File: src/rtl/fetch_if.sv
// Fetch-stage bus: instruction memory handshake, redirect/stall control
// from the pipeline, and the instruction presented to decode.
interface fetch_if;
    logic        imem_req;
    logic [11:0] imem_addr;
    logic        imem_ready;
    logic [15:0] imem_rdata;
    logic        redirect;
    logic [15:0] redirect_pc;
    logic        stall;
    logic        if_valid;
    logic [15:0] if_pc;
    logic [15:0] if_instr;

    // Fetch unit side.
    modport master (
        input  imem_ready, imem_rdata, redirect, redirect_pc, stall,
        output imem_req, imem_addr, if_valid, if_pc, if_instr
    );

    // Memory / pipeline side.
    modport slave (
        output imem_ready, imem_rdata, redirect, redirect_pc, stall,
        input  imem_req, imem_addr, if_valid, if_pc, if_instr
    );
endinterface

File: src/rtl/fetch_unit.sv
// Instruction fetch unit: PC register plus a 2-entry {pc, instr} buffer that
// decouples memory wait states from decode stalls. Redirects flush everything.
module fetch_unit #(
    parameter logic [15:0] RESET_PC = 16'h0000
) (
    input logic     clk,
    input logic     rst_n,
    fetch_if.master bus
);
    localparam logic [15:0] PcInit = RESET_PC & 16'hFFFE;

    logic [15:0] pc_q, pc_d;
    logic [1:0]  count_q, count_d;
    logic [31:0] ent0_q, ent0_d;  // head entry {pc, instr}
    logic [31:0] ent1_q, ent1_d;
    logic        push, pop;
    logic [1:0]  slot;
    logic        req;

    // Request gated by rst_n so it reads 0 while reset is held.
    always_comb begin
        req  = rst_n && (count_q < 2'd2) && !bus.redirect;
        push = req && bus.imem_ready;
        pop  = (count_q != 2'd0) && !bus.stall && !bus.redirect;
    end

    // Next-state: redirect flushes; otherwise pop shifts head, push fills the first free slot.
    always_comb begin
        pc_d    = pc_q;
        count_d = count_q;
        ent0_d  = ent0_q;
        ent1_d  = ent1_q;
        slot    = count_q - {1'b0, pop};
        if (bus.redirect) begin
            count_d = 2'd0;
            pc_d    = {bus.redirect_pc[15:1], 1'b0};
        end else begin
            if (pop) begin
                ent0_d = ent1_q;
            end
            if (push) begin
                pc_d = pc_q + 16'd2;
                if (slot == 2'd0) begin
                    ent0_d = {pc_q, bus.imem_rdata};
                end else begin
                    ent1_d = {pc_q, bus.imem_rdata};
                end
            end
            count_d = count_q + {1'b0, push} - {1'b0, pop};
        end
    end

    // State register with asynchronous reset.
    always_ff @(posedge clk or negedge rst_n) begin
        if (!rst_n) begin
            pc_q    <= PcInit;
            count_q <= 2'd0;
            ent0_q  <= 32'h0;
            ent1_q  <= 32'h0;
        end else begin
            pc_q    <= pc_d;
            count_q <= count_d;
            ent0_q  <= ent0_d;
            ent1_q  <= ent1_d;
        end
    end

    // Outputs present the buffer head, or a zero bubble when empty.
    always_comb begin
        bus.imem_req  = req;
        bus.imem_addr = pc_q[11:0];
        bus.if_valid  = (count_q != 2'd0);
        bus.if_pc     = (count_q != 2'd0) ? ent0_q[31:16] : 16'h0000;
        bus.if_instr  = (count_q != 2'd0) ? ent0_q[15:0] : 16'h0000;
    end
endmodule

File: src/flat_wrapper.sv
// flat-port wrapper written by rule: the top's interface ports become plain ports
module fetch_unit_flat 
#(
    parameter logic [15:0] RESET_PC = 16'h0000
)
  (clk, rst_n, bus_imem_ready, bus_imem_rdata, bus_redirect, bus_redirect_pc, bus_stall, bus_imem_req, bus_imem_addr, bus_if_valid, bus_if_pc, bus_if_instr);
  fetch_if bus_i ();
  input logic clk;
  input logic rst_n;
  input wire logic [$bits(bus_i.imem_ready)-1:0] bus_imem_ready;
  input wire logic [$bits(bus_i.imem_rdata)-1:0] bus_imem_rdata;
  input wire logic [$bits(bus_i.redirect)-1:0] bus_redirect;
  input wire logic [$bits(bus_i.redirect_pc)-1:0] bus_redirect_pc;
  input wire logic [$bits(bus_i.stall)-1:0] bus_stall;
  output wire logic [$bits(bus_i.imem_req)-1:0] bus_imem_req;
  output wire logic [$bits(bus_i.imem_addr)-1:0] bus_imem_addr;
  output wire logic [$bits(bus_i.if_valid)-1:0] bus_if_valid;
  output wire logic [$bits(bus_i.if_pc)-1:0] bus_if_pc;
  output wire logic [$bits(bus_i.if_instr)-1:0] bus_if_instr;
  assign bus_i.imem_ready = bus_imem_ready;
  assign bus_i.imem_rdata = bus_imem_rdata;
  assign bus_i.redirect = bus_redirect;
  assign bus_i.redirect_pc = bus_redirect_pc;
  assign bus_i.stall = bus_stall;
  assign bus_imem_req = bus_i.imem_req;
  assign bus_imem_addr = bus_i.imem_addr;
  assign bus_if_valid = bus_i.if_valid;
  assign bus_if_pc = bus_i.if_pc;
  assign bus_if_instr = bus_i.if_instr;
  fetch_unit #(.RESET_PC(RESET_PC)) u_core (.clk(clk), .rst_n(rst_n), .bus(bus_i));
endmodule
File: config.mk
export PLATFORM = sky130hd
export DESIGN_NAME = fetch_unit_flat
export DESIGN_NICKNAME = d
export VERILOG_FILES = /design/src/rtl/fetch_if.sv /design/src/rtl/fetch_unit.sv /design/src/flat_wrapper.sv
export SDC_FILE = /design/constraint.sdc
export NUM_CORES = 1
export LEC_CHECK = 0
export BUFFER_PORTS_ARGS = -buffer_cell sky130_fd_sc_hd__buf_2
export CAP_MARGIN = 30
export CORE_UTILIZATION = 30
export CTS_CLUSTER_SIZE = 12
export DETAILED_ROUTE_END_ITERATION = 16
export GPL_TIMING_DRIVEN = 0
export PLACE_DENSITY = 0.5
export SLEW_MARGIN = 20
export SYNTH_ARGS = -nofsm -noshare
export SYNTH_HDL_FRONTEND = slang
export SYNTH_SLANG_ARGS = --single-unit
File: constraint.sdc
create_clock -name clk -period 1.5 [get_ports clk]
set_input_delay 0.3 -clock clk [delete_from_list [all_inputs] [get_ports clk]]
set_output_delay 0.3 -clock clk [all_outputs]
set_load 0.01 [all_outputs]
# [Word-level counts from Yosys, hierarchy flattened]
# Cells that the tools add are included.
[classes] n_bitwise=2 add_sub_neg=4 n_eq_ne=0 div_mod_pow=0 multipliers=0 magnitude_cmp=1 mux=8 n_reduce_logical=11 n_shift=0
[op_table] op="$mux W32" n=3
[op_table] op="$mux W16" n=4
[op_table] op="$add A16 B2 Y16 const B" n=1
[op_table] op="$logic_and A1 B1 Y1" n=5
[op_table] op="$reduce_bool A2 Y1" n=2
[op_table] op="$sub A2 B1 Y2" n=2
[op_table] op="$reduce_and A3 Y1" n=1
[op_table] op="$add A2 B1 Y2" n=1
[op_table] op="$logic_not A1 Y1" n=2
[op_table] op="$logic_not A2 Y1" n=1
[op_table] op="$lt A2 B2 Y1 const B" n=1
[op_table] op="$mux W2" n=1
[op_table] op="$not A1 Y1" n=2
[word_totals] input_bits=37 romBits=0 out_inout_bits=46 wordCells=30 mem_count=0 regBits=82 latchBits=0 mem_bits_rw=0

# [Logic depth before layout (Yosys ltp)]
# Gate-level depths: netlist of the first run.
[logic_depth] depth_word=7 depth_mapped=6

# [Worst setup path after synthesis of the first run]
# OpenSTA, ideal clock, no wires.
[synth_path] path_type="in2reg" startpoint="input bus_redirect" endpoint="register u_core.count_q[0]" t_required_ns=1.368 arrival_ns=1.498 setup_slack_ns=-0.129 cell_stages=5 cell_sequence="clkbuf_1 -> or4b_2 -> nand2_1 -> ha_1 -> nor2b_1"
[synth_via] elab_chain_len=6
[synth_rtl] item="start: declaration" line="flat_wrapper.sv:12" text="input wire logic [$bits(bus_i.redirect)-1:0] bus_redirect;"
[synth_rtl] item="$logic_not A1 Y1" line="fetch_unit.sv:22, fetch_unit.sv:24"
[synth_rtl] item="$logic_and A1 B1 Y1" line="fetch_unit.sv:22" text="req = rst_n && (count_q < 2'd2) && !bus.redirect;"
[synth_rtl] item="$logic_and A1 B1 Y1" line="fetch_unit.sv:23" text="push = req && bus.imem_ready;"
[synth_rtl] item="$add A2 B1 Y2" line="fetch_unit.sv:49" text="count_d = count_q + {1'b0, push} - {1'b0, pop};"
[synth_rtl] item="$sub A2 B1 Y2" line="fetch_unit.sv:49"
[synth_rtl] item="$mux W2 *" line="fetch_unit.sv:34" text="if (bus.redirect) begin"
[synth_rtl] item="via u_core.count_d[0]" line="fetch_unit.sv:13" text="logic [1:0] count_q, count_d;"
[synth_rtl] item="end signal: assignment" line="fetch_unit.sv:62" text="count_q <= count_d;"
[synth_rtl] item="end: declaration" line="fetch_unit.sv:13"
# The timed path passes the listed nets; every way through them passes the cells marked *.
# A chain may end at the register's enable or synchronous reset.

# [Worst setup path after layout of the first run]
[layout_path] startpoint="register u_core.count_q[1]" endpoint="register u_core.ent0_q[19]"
[layout_via] elab_chain_len=7
[layout_rtl] item="$reduce_bool A2 Y1" line="fetch_unit.sv:24" text="pop = (count_q != 2'd0) && !bus.stall && !bus.redirect;"
[layout_rtl] item="$logic_and A1 B1 Y1 (2 in a row)" line="fetch_unit.sv:24"
[layout_rtl] item="$sub A2 B1 Y2" line="fetch_unit.sv:33" text="slot = count_q - {1'b0, pop};"
[layout_rtl] item="$logic_not A2 Y1" line="fetch_unit.sv:43" text="if (slot == 2'd0) begin"
[layout_rtl] item="$mux W32" line="fetch_unit.sv:43"
[layout_rtl] item="$mux W32 *" line="fetch_unit.sv:41" text="if (push) begin"
[layout_rtl] item="end signal: assignment" line="fetch_unit.sv:63" text="ent0_q <= ent0_d;"
[layout_rtl] item="end: declaration" line="fetch_unit.sv:14" text="logic [31:0] ent0_q, ent0_d;"
# Every way passes the cells marked *; elsewhere a longest branch is shown, timed or not.

==> results.yml, run 1 <==
outcome:
  run_status: "finished with violations"
  violated_checks: "negative hold slack, negative setup slack"
logic_synthesis:
  synth-seq-cells: 80
  synth_cells: 365
  synth-warning-count: 0
  synth_cell_types: 42
  synth_sequential_area_ratio_pct: 50.7
  synth_nets: 404
  synth_area_um2: 3950
  avgSynthCellArea_um2: 10.8
drt:
  first_pass_iteration_count_of_the_detailed_router: 4
  wire_per_inst_um: 17.3
  detail_route.iter0.violations: 178
  drt_wl_total_um: 11700
  routed-via-count: 3249
  routed_via_density: 4.81
  ant_nets: 0
  drcViolationCount: 0
timing:
  fin_setup_tns_ns: -20.85
  worst_pin_slew_ns: 0.528
  relSlewSlack_pct: 64.8
  slew_viol_final: 0
  finalHoldViolations: 49
  layout_setup_ws_ns: -0.248
  largest_clock_skew_in_the_final_design_ns: 0.00572
  clock_period_minus_final_worst_setup_slack_ns: 1.75
  fin_worst_hold_slack_ns: -0.0833
  grt_setup_unrepaired: "true"
  max_clock_freq_mhz: 572
  final_period_util_pct: 117
  final-setup-viol-count: 114
die:
  die_area_um2: 13600
  initial_utilization_pct: 31.0
  floorplan.io_pins: 83
  chipWidth_um: 117
  core_area_um2: 12700
  dieHeight_um: 117
  row_count: 41
final_layout:
  finished_cell_area_um2: 6020
  mostFrequentLayoutCells: "sky130_fd_sc_hd__dfrtp_1 (77), sky130_fd_sc_hd__buf_2 (73), sky130_fd_sc_hd__nand2_1 (41)"
  leading_cell_type_in_the_layout_fill_and_taps_excluded: "sky130_fd_sc_hd__dfrtp_1"
  finalNetCount: 537
  insertedDiodeCount: 0
  fillCellCount: 1225
  area_growth_syn_to_layout_pct: 52.6
  final_layout_size_suffix_gt1_share_pct: 49.7
clock_tree:
  path_clk_slew_ns: 0.07
  max_h_tree_level: 3
  cts_tree: "yes"
  insertion_delay_ns: 0.34
  cts.path.max_buffers: 2
  tritoncts.num_buffers: 9
  root_buffer: "sky130_fd_sc_hd__clkbuf_16"
  tritoncts_num_sinks: 80
worst_setup_path:
  worstSetupEndpointType: "flop"
  critPathMaxStageDelay_ns: 0.45
  crit_path_frequent_cell: "sky130_fd_sc_hd__buf_6"
  cp.required_ns: 1.77
  critical_path.startpoint_type: "flop"
  critPathArrivalTime_ns: 2.02
  critical_path.cell_chain: "nand4bb_4, buf_6, nor3b_4, buf_6, clkbuf_16, nand2_2, o21ai_1"
  worst-path-max-fanout: 5
  critPathKind: "reg -> reg"
  worst_path_max_delay_cell: "sky130_fd_sc_hd__dfrtp_2"
power:
  proportion_of_power_drawn_by_combinational_gates_pct: 20.0
  power_switching_mw: 1.70
  power.internal_mw: 4.37
  total_leakage_power_nw: 3.09
  clockPowerShare_pct: 34.4
  vdd_ir_drop_max_v: 0.000515
  power-per-cell-area_nw_per_um2: 1010
  power.share.switching_pct: 27.9
  totalPowerFinal_mw: 6.07
  power.share.sequential_pct: 45.6
grt:
  globalRoute.totalOverflow: 0
  grt_antenna_before_repair: 0
  globalRouteTotalUtil_pct: 17.9
  grt_pass1_vias: 3266
  grt_first_pass_wirelength_um: 18100
  grt_start_max_net_pins: 53
placed_design:
  detailed_place_hpwl_um: 6760
  detailed_place.area_um2: 4600
  gp_congestion: 0.745
  portBuffers: 80
hold_path:
  worst_hold_path_type: "in -> async"
flow_run:
  maxCapViolCount: 0
logic make-up (layout without fill, tap and decap cells):
group	Yosys count	count (layout)	synth area share [%]
AO/OA/AOI/OAI	58	58	8.69
XOR/XNOR	1	1	0.222
adder cells (fa/ha/maj)	2	2	0.634
buffers and inverters	37	175	5.77
flip-flops	80	80	50.7
multiplexers	63	63	17.0
other	1	1	0.0950
AND/OR/NAND/NOR	123	123	16.9
worst paths after layout:
check                             startpoint                end  slack [ns]  cells past startpoint
setup / recovery           u_core.count_q[1]  u_core.ent0_q[19]       -0.25                      7
hold / removal                         rst_n   u_core.ent0_q[8]       -0.08                      1
setup reg to reg           u_core.count_q[1]  u_core.ent0_q[19]       -0.25                      7
hold reg to reg            u_core.ent0_q[16]  u_core.ent0_q[16]        0.50                      2
max in group asynchronous              rst_n    u_core.pc_q[13]        1.04                      2
min in group clk           bus_imem_rdata[7]   u_core.ent0_q[7]        0.18                      3
sequential cells by signal, indices dropped and copies added, names as in the netlist:
name / flops
u_core.count_q: 2
u_core.pc_q: 15
u_core.ent0_q: 32
u_core.ent1_q: 31
cell type report:
| class | count | area [µm²] | share of cell area, % |
|---|---|---|---|
| flip-flops and latches | 80 | 2010 | 33.3 |
| plain buffers | 32 | 414 | 6.88 |
| inverters | 3 | 16.3 | 0.270 |
| well taps | 172 | 215 | 3.57 |
| clock inverters | 7 | 57.6 | 0.956 |
| clock buffers | 9 | 225 | 3.74 |
| multi-input cells | 248 | 2050 | 34.0 |
| repair buffers | 124 | 1040 | 17.3 |
worst max-delay path, delay by kind of cell, from the launching register on:
family / cells / cell delay [ns]
flip-flops: 1 / 0.45
buffers and inverters: 3 / 0.55
AND/OR/NAND/NOR: 3 / 0.60
AO/OA/AOI/OAI: 1 / 0.08
power groups by stage:
stage / combinational, mW / sequential, mW / clock [mW]
2_1_floorplan: 0.580 / 2.71 / 0
3_3_place_gp: 0.818 / 2.76 / 0
3_5_place_dp: 0.847 / 2.79 / 0
4_1_cts: 1.13 / 2.75 / 2.15
5_1_grt: 1.33 / 2.81 / 2.23
6_report: 1.21 / 2.77 / 2.09
through the flow:
step	worst slack (ns)	utilization [%]	cells
floorplan	-0.00242	-	365
global placement	-1.98	36.0	617
detailed placement	-0.919	36.2	618
CTS	-0.239	45.5	669
global route	-0.306	47.3	675
finish	-0.248	47.3	675
synth_stat cells, drive strengths merged:
library cell	number	share of area (%)
and4	2	0.44
nand4b	1	0.22
and2b	2	0.38
o22ai	1	0.16
nand2b	2	0.32
nand2	52	5.0
nor2	9	0.92
nand4	4	0.63
o211ai	5	0.95
mux2	31	8.8
nand3	7	1.0
ha	2	0.63
nand4bb	1	0.70
mux2i	32	8.1
dfrtp	80	51
conb	1	0.095
and3	3	0.48
xor2	1	0.22
nor2b	31	4.9
nor3b	3	0.86
a221o	5	1.3
inv	3	0.35
clkbuf	9	0.86
buf	25	4.6
a31o	1	0.22
o21ai	40	5.1
o311ai	2	0.44
a21oi	2	0.25
or3	4	0.63
nor3	1	0.13
a31oi	2	0.32
or4b	1	0.25
what timing repair did:
item / CTS / global route
endpoints found under the hold margin: 49 / 49
cloned: 8 / 3
pin swaps: 17 / 5
resized for setup: 128 / 45
buffers inserted: 29 / 3
endpoints found under the setup margin: 112 / 114
metal layers:
metal,up-vias,GRT usage (%),wire (µm)
li1,1527,-,-
met1,1614,24.1,5450
met2,97,29.2,5600
met3,11,3.68,545
met4,0,5.06,114
met5,-,0,0
No activity file was read; power rests on OpenSTA's default activity.
==> inputs of run 2 (changes only) <==
Settings changed: ABC_AREA set to 1, CORE_MARGIN set to 1.5, PLACE_DENSITY 0.5 to 0.49.
==> run 2 against run 1 <==
Net effect: critical path type is now reg -> out; highest routed layer unchanged; die area is 12% higher; register-to-register slack improved by 0.12 ns; the flow still finishes with violations (negative hold slack, negative setup slack); flip-flop and latch count stayed put.
==> results.yml, run 2 <==
logic_synthesis:
  simple_logic_cell_fraction_of_the_synthesized_area_pct: 27.4
  yosys.area_share.adder_pct: 0.574
  yosys-mux-area-fraction_pct: 0
  portion_of_synthesized_cell_area_occupied_by_the_leading_cell_type_pct: 45.9
  synth-warning-count: 0
  synth-compound-area-share_pct: 12.4
  synth_xor_area_share_pct: 0.402
  avgSynthCellArea_um2: 7.53
  synth_nets: 618
  post_synth_most_frequent_cells: "sky130_fd_sc_hd__nand2_1 (180), sky130_fd_sc_hd__nor2_1 (83), sky130_fd_sc_hd__dfrtp_1 (80)"
  synth_area_um2: 4360
  synth_sequential_area_ratio_pct: 45.9
  main_combinational_cell_family_by_area_after_synthesis: "simple AND/OR/NAND/NOR gates"
  post_synth_top_flop: "sky130_fd_sc_hd__dfrtp_1"
  ys_async_sr_fraction_pct: 100
  yosysMostFrequentCell: "sky130_fd_sc_hd__nand2_1"
  synth_edf_count: 0
  synth_cells: 579
  yosysTopAreaCell: "sky130_fd_sc_hd__dfrtp_1"
  synth-seq-cells: 80
  synth_area_leaders: "sky130_fd_sc_hd__dfrtp_1 (46%), sky130_fd_sc_hd__nand2_1 (15%), sky130_fd_sc_hd__nor2_1 (7.1%)"
  synth_cell_types: 28
final_layout:
  final_core_utilization_pct: 47.8
  leading_cell_type_in_the_layout_fill_and_taps_excluded: "sky130_fd_sc_hd__nand2_1"
  finished_cell_area_um2: 6720
  finalNetCount: 746
  area_growth_syn_to_layout_pct: 54.1
  fillCellCount: 1307
  final_layout_size_suffix_gt1_share_pct: 46.7
  multi_input_area_um2: 2440
  top_register: "u_core.ent0_q"
  layout_top_registers: "u_core.ent0_q x32, u_core.ent1_q x31, u_core.pc_q x15"
  area.sequential_um2: 2000
  insertedDiodeCount: 0
  largest_register_ff_count: 32
  mostFrequentLayoutCells: "sky130_fd_sc_hd__nand2_1 (145), sky130_fd_sc_hd__dfrtp_1 (78), sky130_fd_sc_hd__inv_1 (74)"
power:
  vdd_ir_drop_max_v: 0.000538
  totalPowerFinal_mw: 7.54
  total_leakage_power_nw: 3.38
  power-per-cell-area_nw_per_um2: 1120
clock_tree:
  tritoncts.num_buffers: 9
  tritoncts_num_sinks: 80
  cts_tree: "yes"
  max_h_tree_level: 3
  root_buffer: "sky130_fd_sc_hd__clkbuf_16"
  path_clk_slew_ns: 0.06
  cts.path.max_buffers: 2
  insertion_delay_ns: 0.34
timing:
  max_clock_freq_mhz: 600
  worst_pin_slew_ns: 0.560
  fin_setup_tns_ns: -10.40
  relSlewSlack_pct: 62.7
  final_period_util_pct: 111
  clock_period_minus_final_worst_setup_slack_ns: 1.67
  final-setup-viol-count: 109
  finalHoldViolations: 36
  layout_setup_ws_ns: -0.167
  fin_worst_hold_slack_ns: -0.0534
  largest_clock_skew_in_the_final_design_ns: 0.00637
  slew_viol_final: 0
  grt_setup_unrepaired: "true"
die:
  initial_utilization_pct: 31.0
  core_area_um2: 14000
  chipWidth_um: 124
  floorplan.io_pins: 83
  die_area_um2: 15300
  row_count: 43
  dieHeight_um: 124
drt:
  drt_wl_total_um: 13500
  routed.top_layer: "met4"
  routed_via_density: 4.57
  wl_met1_um: 6010
  detail_route.iter0.violations: 211
  routed-via-count: 4073
  ant_nets: 0
  wire_per_inst_um: 15.1
  first_pass_iteration_count_of_the_detailed_router: 4
  wl_met2_um: 6760
  drcViolationCount: 0
  routed-wl-met3_um: 464
worst_setup_path:
  worstRegToRegCells: 10
  timing.critical_path.buf_inv: 3
  timing.critical_path.depth: 5
  rrSetupSlack_ns: -0.13
  crit-reg2reg-launch: "u_core.count_q[1]"
  cp.required_ns: 1.20
  worst_path_max_delay_cell: "sky130_fd_sc_hd__dfrtp_1"
  critPathKind: "reg -> out"
  critical_path.startpoint_type: "flop"
  worstReg2RegEnd: "u_core.count_q[1]"
  critPathArrivalTime_ns: 1.37
  worstSetupStartpoint: "u_core.count_q[0]"
  critical_path.cell_chain: "nor2_4, buf_6, clkbuf_16, nor2_1, buf_2"
  cpLargestDelayFamily: "buffers and inverters"
  worst-path-max-fanout: 5
  critPathMaxStageDelay_ns: 0.41
  crit_end: "bus_if_pc[1]"
  worstSetupEndpointType: "output port"
grt:
  globalRouteTotalUtil_pct: 16.6
  grt_pass1_vias: 3725
  globalRoute.totalOverflow: 0
  grt_antenna_before_repair: 0
  grt_start_max_net_pins: 45
  grt_first_pass_wirelength_um: 19100
flow_run:
  maxCapViolCount: 0
placed_design:
  detailed_place_hpwl_um: 8200
  detailed_place.area_um2: 5010
  gp_congestion: 0.833
  portBuffers: 79
hold_path:
  worst_hold_path_type: "in -> async"
outcome:
  run_status: "finished with violations"
  violated_checks: "negative hold slack, negative setup slack"
==> run 2: changes by cell type in the layout (fill, tap and decap cells not counted), moves of 25 or more <==
cell and delta:
sky130_fd_sc_hd__a21oi_2 +30, sky130_fd_sc_hd__inv_1 +72, sky130_fd_sc_hd__mux2_4 -30, sky130_fd_sc_hd__mux2i_1 -31, sky130_fd_sc_hd__nand2_1 +104, sky130_fd_sc_hd__nor2_1 +25, sky130_fd_sc_hd__nor2_4 +33
==> run 2: timing repair <==
action                                 in CTS  in global routing
buffers inserted                           13                 10
gates resized for setup                    65                210
setup endpoints to repair                 106                113
endpoints found under the hold margin      36                 36
pin swaps                                   5                 49
cloned                                      3                 12
==> run 2: logic make-up after synthesis <==
group | count (synthesis)
adders and majority gates | 2
AOI/OAI and AO/OA | 82
xor gates and xnor gates | 2
and+or+nand+nor | 295
DFF | 80
other | 1
buffers and inverters | 117
==> run 2: per-stage QoR <==
stage	std cells	worst slack [ns]
2_1_floorplan	579	0.00792
3_3_place_gp	838	-1.85
3_5_place_dp	839	-0.621
4_1_cts	869	-0.153
5_1_grt	891	-0.205
6_report	891	-0.167
==> run 2: area by class of cell <==
type	instances	share of cell area, %
sequential	80	29.8
buffer	36	6.54
tap	180	3.35
timing repair buffer	116	14.7
clock buffer	10	3.56
clock inverter	5	0.857
inverter	80	4.73
multi-input combinational	384	36.4
==> run 2: worst min-delay path by stage <==
stage,startpoint,endpoint,slack (ns),cells after the start
final,rst_n,u_core.pc_q[12],-0.05,1
after global routing,rst_n,u_core.pc_q[12],-0.009,1
after CTS,rst_n,u_core.pc_q[12],-0.03,1
after detailed placement,rst_n,u_core.pc_q[12],0.33,1
after global placement,u_core.ent1_q[5],u_core.ent1_q[5],0.47,2
after floorplan,rst_n,u_core.count_q[0],0.004,0
==> run 2: report_power, final <==
| group | internal [mW] | total (mW) | leakage (nW) | switching [mW] |
|---|---|---|---|---|
| Sequential | 2.65 | 3.03 | 0.982 | 0.375 |
| Combinational | 1.08 | 2.29 | 2.25 | 1.21 |
| Clock | 1.32 | 2.22 | 0.148 | 0.895 |
==> run 2: per-layer routing <==
metal  vias to the layer above  global-route usage, %
met5                         -                      0
met4                         0                   6.18
met3                        16                   2.68
met2                        73                   26.8
met1                      1960                   22.5
li1                       2024                      -
